## config.mk

```make
export PLATFORM = sky130hd
export DESIGN_NAME = apb_arbiter
export DESIGN_NICKNAME = d
export VERILOG_FILES = /design/src/rtl/apb_arb_pkg.sv /design/src/rtl/rr_pick.sv /design/src/rtl/apb_arbiter.sv
export SDC_FILE = /design/constraint.sdc
export NUM_CORES = 1
export LEC_CHECK = 0
export BUFFER_PORTS_ARGS = -buffer_cell sky130_fd_sc_hd__buf_4
export CAP_MARGIN = 30
export CORE_AREA = 2 2 160 162
export CTS_CLUSTER_SIZE = 20
export DETAILED_ROUTE_END_ITERATION = 10
export DIE_AREA = 0 0 162 164
export PLACE_DENSITY = 0.56
export SETUP_SLACK_MARGIN = 0.1
export SLEW_MARGIN = 40
export SYNTH_ARGS = -nofsm -noshare
export SYNTH_HDL_FRONTEND = slang
export SYNTH_SLANG_ARGS = --single-unit
```

## constraint.sdc

```tcl
create_clock -name clk -period 4.6 [get_ports clk]
set_input_delay 0.46 -clock clk [delete_from_list [all_inputs] [get_ports clk]]
set_output_delay 0.46 -clock clk [all_outputs]
set_load 0.1 [all_outputs]
```

## src/rtl/apb_arb_pkg.sv

```systemverilog
// Shared definitions for the APB requester arbiter.
//   apb_arb_state_e : arbiter FSM state encoding (ARB -> ISSUE -> WAIT -> ARB)
//   *_DEF           : default parameter values used by apb_arbiter
//   CNT_W           : width of the WAIT-cycle counter
package apb_arb_pkg;

  typedef enum logic [1:0] {
    ST_ARB   = 2'd0,
    ST_ISSUE = 2'd1,
    ST_WAIT  = 2'd2
  } apb_arb_state_e;

  localparam int NREQ_DEF   = 4;
  localparam int ADDR_W_DEF = 32;
  localparam int DATA_W_DEF = 32;
  localparam int TMO_DEF    = 16;
  localparam int CNT_W      = 8;

endpackage

```

## src/rtl/rr_pick.sv

```systemverilog
// Round-robin winner search.
//   req    : request vector, one bit per requester
//   last   : index of the requester served most recently
//   winner : first requesting index found searching last+1 upward with wrap
//   valid  : at least one request bit is set
module rr_pick #(
  parameter int NREQ = 4,
  parameter int IW   = $clog2(NREQ)
) (
  input  logic [NREQ-1:0] req,
  input  logic [IW-1:0]   last,
  output logic [IW-1:0]   winner,
  output logic            valid
);

  logic [IW-1:0] idx;

  always_comb begin
    winner = '0;
    valid  = 1'b0;
    idx    = '0;
    // i = NREQ wraps back to 'last' itself, so a lone repeat requester still wins.
    for (int i = 1; i <= NREQ; i++) begin
      idx = IW'((int'(last) + i) % NREQ);
      if (!valid && req[idx]) begin
        winner = idx;
        valid  = 1'b1;
      end
    end
  end

endmodule

```

## src/rtl/apb_arbiter.sv

```systemverilog
// Arbitrates NREQ requesters onto a single APB master transfer port.
//   clk, rst_n                 : clock, synchronous active-low reset
//   req/req_write/req_addr/req_wdata : per-requester transfer requests (packed slices)
//   grant, done, rdata, err    : owner one-hot, completion strobe and its results
//   m_start/m_write/m_addr/m_wdata : transfer launch towards the APB master
//   m_ready/m_rdata/m_slverr   : completion from the APB master
//   dbg_state                  : current FSM state for observation
// Handshake: a requester holds req until it sees its done bit for one cycle;
// m_start pulses once per transfer and only m_ready seen in WAIT completes it.
module apb_arbiter
  import apb_arb_pkg::*;
#(
  parameter int NREQ   = NREQ_DEF,
  parameter int ADDR_W = ADDR_W_DEF,
  parameter int DATA_W = DATA_W_DEF,
  parameter int TMO    = TMO_DEF
) (
  input  logic                   clk,
  input  logic                   rst_n,
  input  logic [NREQ-1:0]        req,
  input  logic [NREQ-1:0]        req_write,
  input  logic [NREQ*ADDR_W-1:0] req_addr,
  input  logic [NREQ*DATA_W-1:0] req_wdata,
  output logic [NREQ-1:0]        grant,
  output logic [NREQ-1:0]        done,
  output logic [DATA_W-1:0]      rdata,
  output logic                   err,
  output logic                   m_start,
  output logic                   m_write,
  output logic [ADDR_W-1:0]      m_addr,
  output logic [DATA_W-1:0]      m_wdata,
  input  logic                   m_ready,
  input  logic [DATA_W-1:0]      m_rdata,
  input  logic                   m_slverr,
  output apb_arb_state_e         dbg_state
);

  localparam int IW = $clog2(NREQ);

  apb_arb_state_e    state_q, state_d;
  logic [NREQ-1:0]   grant_q, grant_d;
  logic [IW-1:0]     owner_q, owner_d;
  logic [IW-1:0]     last_q, last_d;
  logic [CNT_W-1:0]  cnt_q, cnt_d;
  logic              m_write_q, m_write_d;
  logic [ADDR_W-1:0] m_addr_q, m_addr_d;
  logic [DATA_W-1:0] m_wdata_q, m_wdata_d;

  logic [IW-1:0]     pick_idx;
  logic              pick_valid;

  rr_pick #(.NREQ(NREQ), .IW(IW)) u_rr_pick (
    .req    (req),
    .last   (last_q),
    .winner (pick_idx),
    .valid  (pick_valid)
  );

  always_comb begin
    state_d   = state_q;
    grant_d   = grant_q;
    owner_d   = owner_q;
    last_d    = last_q;
    cnt_d     = cnt_q;
    m_write_d = m_write_q;
    m_addr_d  = m_addr_q;
    m_wdata_d = m_wdata_q;
    done      = '0;
    rdata     = '0;
    err       = 1'b0;
    m_start   = 1'b0;

    case (state_q)
      ST_ARB: begin
        grant_d = '0;
        if (pick_valid) begin
          grant_d   = NREQ'(1) << pick_idx;
          owner_d   = pick_idx;
          m_write_d = req_write[pick_idx];
          m_addr_d  = req_addr[int'(pick_idx)*ADDR_W +: ADDR_W];
          m_wdata_d = req_wdata[int'(pick_idx)*DATA_W +: DATA_W];
          state_d   = ST_ISSUE;
        end
      end
      ST_ISSUE: begin
        m_start = 1'b1;
        cnt_d   = '0;
        state_d = ST_WAIT;
      end
      ST_WAIT: begin
        cnt_d = cnt_q + 1'b1;
        // A real completion takes precedence over a timeout landing in the same cycle.
        if (m_ready) begin
          done    = grant_q;
          rdata   = m_rdata;
          err     = m_slverr;
          grant_d = '0;
          last_d  = owner_q;
          state_d = ST_ARB;
        end else if (cnt_q == CNT_W'(TMO - 1)) begin
          done    = grant_q;
          err     = 1'b1;
          grant_d = '0;
          last_d  = owner_q;
          state_d = ST_ARB;
        end
      end
      default: begin
        grant_d = '0;
        state_d = ST_ARB;
      end
    endcase
  end

  always_ff @(posedge clk) begin
    if (!rst_n) begin
      state_q   <= ST_ARB;
      grant_q   <= '0;
      owner_q   <= '0;
      last_q    <= IW'(NREQ - 1);
      cnt_q     <= '0;
      m_write_q <= 1'b0;
      m_addr_q  <= '0;
      m_wdata_q <= '0;
    end else begin
      state_q   <= state_d;
      grant_q   <= grant_d;
      owner_q   <= owner_d;
      last_q    <= last_d;
      cnt_q     <= cnt_d;
      m_write_q <= m_write_d;
      m_addr_q  <= m_addr_d;
      m_wdata_q <= m_wdata_d;
    end
  end

  assign grant     = grant_q;
  assign m_write   = m_write_q;
  assign m_addr    = m_addr_q;
  assign m_wdata   = m_wdata_q;
  assign dbg_state = state_q;

endmodule

```

==> impl_metrics.csv, run 1 <==
group,metric,value,unit
logic_synthesis,syn_avg_cell_area,8.14,sq um
timing,timing.fmax,340,MHz
global_routing,first_global_vias,6752,
place,hpwl,18.9,mm
worst_setup_path,arrival,2.48,ns
cts,root_buffer,"clkbuf_16",
final_layout,syn2layout_area_growth,69.3,%
logic_synthesis,synth_area,0.00517,sq mm
status,status,"finished clean",
timing,fin_skew,0.0156,ns
worst_hold_path,hold_class,"primary input to register",
floorplan,core,0.0248,sq mm
route,avgViaCountPerCell,5.28,
logic_synthesis,synthTopCellsByArea,"dfxtp_1 (32%), a221oi_1 (11%), o311a_1 (10%)",
cts,ctsResizeCount,0,
global_routing,grt_overflow,0,
final_layout,diodes,0,
global_routing,grt_usage,18.9,%
timing,relSlewSlack,44.5,%
timing,fin_setup_tns,0,ns
timing,slew_violations,0,
logic_synthesis,synth_top_area_share,32.1,%
cts,htree_levels,3,
cts,clock_tree.buffer_depth,2,
worst_setup_path,slowest_stage,"ha_2",
worst_setup_path,crit_path_frequent_cell,"inv_1",
route,drtIter0Drc,498,
global_routing,grt_pass1_wl,38.9,mm
route,wl_per_cell,20.4,um
cts,cts_setup_buffers,0,
power,fin_total_pwr,3400,uW
timing,tightest_slew,0.833,ns
route,drc_errors,0,
place,pre_cts_ws,1.94,ns
worst_setup_path,cpPeakStageDelay,0.53,ns
flow_run,maxCapViolations,0,
logic_synthesis,ys_ff_latch,83,
place,portBuffers,408,
power,p_leak,0.00425,uW
power,irDropWorstVdd,197,uV
final_layout,layout.nets,1288,
worst_setup_path,crit_required,4.14,ns
logic_synthesis,syn_nets,939,
logic_synthesis,synth_cells,635,
timing,rsz0062_at_grt,"false",
cts,cts_made_buffers,9,
final_layout,fin_cells,1319,
timing,fin_crit_sh,64.0,%
logic_synthesis,ys_types,46,
route,drt-total-wl,26.9,mm
timing,hold_viol_final,0,
global_routing,grt_antenna_before_repair,0,
logic_synthesis,synth-main-ff-cell,"dfxtp_1",
worst_setup_path,critPathKind,"register to output pin",
route,vias,6965,
cts,worstSkewPairLatency,0.35,ns
worst_setup_path,start_kind,"register",
floorplan,dieHeight,164,um
logic_synthesis,ys_seq_area_share,32.1,%
timing,fin_crit,2.94,ns
global_routing,grt_max_degree,77,
worst_setup_path,end_kind,"output pin",
cts,cts_num_sinks,83,
logic_synthesis,yosys.area.top_type,"dfxtp_1",
cts,cts_tree,"yes",
floorplan,rows,58,
route,dr.pass1.iters,7,
final_layout,drive_gt1_share,46.0,%
power,pwr_density_cell,389,mW/mm^2
cts,ctsHoldBuffers,0,
floorplan,die_w,162,um
timing,setup_violations,0,
worst_setup_path,path_cells,"inv_1, ha_2, inv_1, nor2_1, and2_1, buf_4",
cts,clkTransAtPathRegs,0.08,ns
floorplan,initial_core_util,20.8,%
logic_synthesis,yosysWarnings,0,
final_layout,post-route-util,35.3,%
timing,setup_ws,1.66,ns
floorplan,dieArea,0.0266,sq mm
logic_synthesis,async_reset_ff_share,0,%
route,ant_nets,0,
place,placed_cells,1303,
place,place_congestion,0.791,
floorplan,ios,409,
worst_setup_path,crit_fanout,34,
logic_synthesis,synth_edf_count,0,
layer usage:
metal  share of wire [%]  up-vias  wire length, um  GRT usage (%)
li1                    -     3257                -              -
met1                  43     3325            11400           24.3
met2                  48      348            12900           31.9
met3                 7.3       35             1970           3.69
met4                 2.0        0              544           6.03
met5                   0        -                0              0
critical path: cells and delay by family (launching register included):
family	cells	cell delay [ns]
adders and majority gates	1	0.53
DFF	1	0.34
buffers and inverters	3	0.56
and+or+nand+nor	2	0.68
area by class of cell:
cell class,instances,area (sq um)
Timing Repair Buffer,424,3210
Tap cell,330,413
Clock inverter,7,76.3
Inverter,6,22.5
Sequential cell,83,1660
Fill cell,2659,16100
Clock buffer,9,225
Multi-Input combinational cell,460,3140
path summary, 6_finish.rpt:
check                startpoint           to  slack [ns]  cells past startpoint
setup / recovery   dbg_state[0]      done[1]        1.66                      6
hold / removal    req_wdata[55]  m_wdata[23]        0.38                      3
setup reg to reg      last_q[0]  m_wdata[17]        2.17                      6
hold reg to reg      owner_q[1]   owner_q[1]        0.46                      2
cells in the final DEF, fill, tap and decap left out, drive strengths merged:
cell and instances:
o21a 1, o221ai 1, a221oi 64, xor2 4
nand4 2, mux2 1, a21o 1, o211a 3
nor4 1, or2 1, xnor2 1, and2 5
a21boi 5, nand3 27, or3 3, a21oi 58
nor3 4, o311a 54, a211oi 1, a31oi 67
or3b 1, ha 4, o21ai 72, nor2 14
inv 10, and3 33, nor2b 7, o211ai 1
mux2i 3, dfxtp 83, clkbuf 9, buf 424
nand2b 3, o221a 1, nand2 15, a311oi 1
clkinv 3, a32o 1
per-stage QoR:
step | hold slack [ns] | area [sq um]
after global routing | 0.372 | 8750
after detailed placement | 0.450 | 8440
after global placement | 0.443 | 8380
after floorplan | 0.435 | 5170
after CTS | 0.367 | 8750
final | 0.382 | 8750
cells in the mapped netlist (2+ instances only):
master,count
nor3_1,2
o311a_1,54
nand2_1,15
nand2b_1,3
a21boi_0,4
and2_1,5
xor2_1,4
o211a_1,3
buf_2,27
clkbuf_1,52
ha_1,4
a21oi_1,57
mux2i_1,3
nor2b_1,6
o21ai_0,71
or3_1,3
dfxtp_1,83
nand3_1,27
a31oi_1,67
and3_1,33
nor2_1,14
buf_6,5
a221oi_1,64
nand4_1,2
inv_1,6
flip-flops by register name (all words and copies together) (netlist names):
signal and cells:
grant 4, m_write 1, m_wdata 32, m_addr 32
dbg_state 2, owner_q 2, cnt_q 8, last_q 2
report_power, final:
part | switching (uW) | total, uW | internal (uW)
registers | 64.8 | 891 | 826
clock network | 376 | 763 | 387
logic | 1260 | 1750 | 482
total | 1700 | 3400 | 1700
kinds of logic after synthesis:
family	count (synthesis)	share of synthesized area [%]
buffers and inverters	92	8.16
DFF	83	32.1
AOI/OAI and AO/OA	331	44.7
adders and majority gates	4	0.968
muxes	4	0.799
xor gates and xnor gates	5	0.847
and+or+nand+nor	116	12.4
No activity file was read; power rests on OpenSTA's default activity.
==> run 2: changes to the inputs <==
--- a/config.mk
+++ b/config.mk
@@ -5,13 +5,14 @@
 export SDC_FILE = /design/constraint.sdc
 export NUM_CORES = 1
 export LEC_CHECK = 0
+export ABC_AREA = 1
 export BUFFER_PORTS_ARGS = -buffer_cell sky130_fd_sc_hd__buf_4
 export CAP_MARGIN = 30
-export CORE_AREA = 2 2 160 162
+export CORE_AREA = 2 2 158 160
 export CTS_CLUSTER_SIZE = 20
 export DETAILED_ROUTE_END_ITERATION = 10
-export DIE_AREA = 0 0 162 164
-export PLACE_DENSITY = 0.56
+export DIE_AREA = 0 0 160 162
+export PLACE_DENSITY = 0.6
 export SETUP_SLACK_MARGIN = 0.1
 export SLEW_MARGIN = 40
 export SYNTH_ARGS = -nofsm -noshare
==> constraint.sdc (replaced) <==
create_clock -name clk -period 2.87 [get_ports clk]
set_input_delay 0.287 -clock clk [delete_from_list [all_inputs] [get_ports clk]]
set_output_delay 0.287 -clock clk [all_outputs]
set_load 0.1 [all_outputs]
==> impl_metrics.csv, run 2 <==
group,metric,value,unit
power,pwr_density_cell,1330,mW/mm^2
floorplan,rows,57,
worst_hold_path,hold_class,"primary input to register",
worst_hold_path,min_path_cells,5,
worst_setup_path,reg2regPathDepth,14,
worst_setup_path,r2r_start,"last_q[0]",
logic_synthesis,synth-main-ff-cell,"dfxtp_1",
logic_synthesis,synth_edf_count,0,
cts,clock_tree.buffer_depth,2,
worst_setup_path,cpPeakStageDelay,0.37,ns
timing,whs,0.235,ns
logic_synthesis,async_reset_ff_share,0,%
route,avgViaCountPerCell,4.69,
final_layout,diodes,0,
timing,setup_ws,0.329,ns
worst_setup_path,r2r_setup_slack,0.51,ns
worst_setup_path,arrival,2.25,ns
global_routing,first_global_vias,7544,
place,hpwl,20.6,mm
route,wl_per_cell,16.1,um
worst_setup_path,critPathKind,"register to output pin",
final_layout,layout_commonest_cell,"buf_4",
logic_synthesis,ys_ff_latch,83,
global_routing,grt_overflow,0,
route,wl_met3,2.09,mm
final_layout,final_cell_mix,"buf_4 (420), nand2_1 (254), nand3_1 (213)",
timing,rsz0062_at_grt,"false",
route,drtIter0Drc,441,
timing,relSlewSlack,54.5,%
final_layout,layout.nets,1671,
cts,clkTransAtPathRegs,0.07,ns
final_layout,syn2layout_area_growth,60.7,%
worst_setup_path,start_kind,"register",
flow_run,maxCapViolations,0,
route,vias,7948,
timing,fin_crit_sh,88.5,%
route,drc_errors,0,
logic_synthesis,ys_seq_area_share,28.2,%
logic_synthesis,yosysWarnings,0,
place,pre_cts_ws,0.499,ns
floorplan,ios,409,
worst_setup_path,crit_required,2.58,ns
floorplan,dieArea,0.0259,sq mm
logic_synthesis,ys_types,31,
timing,setup_violations,0,
global_routing,grt_max_degree,72,
route,maxUsedRoutingLayer,"met4",
worst_setup_path,crit_fanout,5,
worst_setup_path,slowest_stage,"dfxtp_1",
logic_synthesis,yosys.area.top_type,"dfxtp_1",
place,place_congestion,0.838,
floorplan,core,0.0241,sq mm
place,portBuffers,408,
timing,timing.fmax,394,MHz
cts,cts_tree,"yes",
global_routing,grt_usage,20.1,%
logic_synthesis,syn_nets,1308,
logic_synthesis,syn_avg_cell_area,5.88,sq um
logic_synthesis,synth_common_cells,"nand2_1 (254), nand3_1 (213), nor2_1 (177), dfxtp_1 (83), inv_1 (68)",
logic_synthesis,synth_top_area_share,28.2,%
place,post_dp_cell_area,0.00915,sq mm
status,status,"finished clean",
worst_setup_path,rr_endpoint,"m_wdata[27]",
cts,cts_num_sinks,83,
cts,worstSkewPairLatency,0.34,ns
cts,cts_made_buffers,9,
route,wl_met2,13.9,mm
logic_synthesis,yosysMostFrequentCell,"nand2_1",
global_routing,grt_pass1_wl,41.2,mm
logic_synthesis,synthTopCellsByArea,"dfxtp_1 (28%), nand3_1 (18%), nand2_1 (16%)",
worst_hold_path,min_from,"req_addr[55]",
final_layout,final_cell_area,0.00948,sq mm
cts,ctsResizeCount,0,
route,drt-met1-wl,10.6,mm
worst_setup_path,path_cells,"nand2_1, nor3_1, a41oi_1, nor2_1, inv_1, a21oi_2, buf_4",
worst_hold_path,hold_end,"m_addr[23]",
logic_synthesis,synth_area,0.00590,sq mm
floorplan,initial_core_util,24.5,%
timing,fin_setup_tns,0,ns
power,irDropWorstVdd,758,uV
power,p_leak,0.00500,uW
route,drt-total-wl,27.3,mm
place,placed_cells,1680,
route,dr.pass1.iters,5,
final_layout,drive_gt1_share,33.9,%
timing,fin_crit,2.54,ns
route,ant_nets,0,
timing,hold_viol_final,0,
final_layout,fin_cells,1694,
timing,slew_violations,0,
floorplan,dieHeight,162,um
logic_synthesis,synth_cells,1004,
floorplan,die_w,160,um
cts,htree_levels,3,
cts,ctsHoldBuffers,0,
global_routing,grt_antenna_before_repair,0,
cts,cts_setup_buffers,0,
timing,tightest_slew,0.683,ns
worst_setup_path,end_kind,"output pin",
cts,root_buffer,"clkbuf_16",
timing,fin_skew,0.00898,ns
[run 2: kinds of logic after synthesis]
family | synth area share [%]
buf+inv | 12.6
compound gates | 7.27
fa+ha+maj | 0.848
flops | 28.2
simple gates | 51.1
[run 2: area by class of cell]
class	instances	area (sq um)
Inverter	74	283
Tap cell	324	405
Fill cell	2640	14600
Timing Repair Buffer	426	3270
Clock inverter	5	104
Multi-Input combinational cell	773	3530
Clock buffer	9	225
Sequential cell	83	1660
[run 2: worst max-delay path: cells and delay by family (launching register included)]
| family | cells | cell delay, ns |
|---|---|---|
| buf+inv | 2 | 0.62 |
| simple gates | 3 | 0.59 |
| flops | 1 | 0.37 |
| compound gates | 2 | 0.32 |
[run 2: power by group]
| part | internal (uW) | switching [uW] |
|---|---|---|
| combinational | 2220 | 7060 |
| clock | 842 | 512 |
| sequential | 1690 | 299 |
[run 2: worst max path at each step]
| stage | from | to | slack [ns] |
|---|---|---|---|
| floorplan | dbg_state[1] | rdata[10] | -0.30 |
| global placement | last_q[0] | m_addr[24] | 0.46 |
| detailed placement | last_q[0] | grant[3] | 0.50 |
| CTS | cnt_q[2] | err | 0.28 |
| global route | cnt_q[2] | err | 0.13 |
| finish | cnt_q[3] | err | 0.33 |
[run 2: metrics by stage]
| step | power, uW | util (%) |
|---|---|---|
| after floorplan | 9240 | - |
| after global placement | 11300 | 38.0 |
| after detailed placement | 11400 | 38.0 |
| after CTS | 12800 | 39.3 |
| after global routing | 13400 | 39.3 |
| final | 12600 | 39.3 |
[run 2: layer usage]
| layer | GRT usage (%) | vias to the layer above |
|---|---|---|
| met5 | 0 | - |
| met2 | 36.7 | 331 |
| li1 | - | 3970 |
| met3 | 4.62 | 37 |
| met4 | 7.66 | 0 |
| met1 | 22.8 | 3610 |
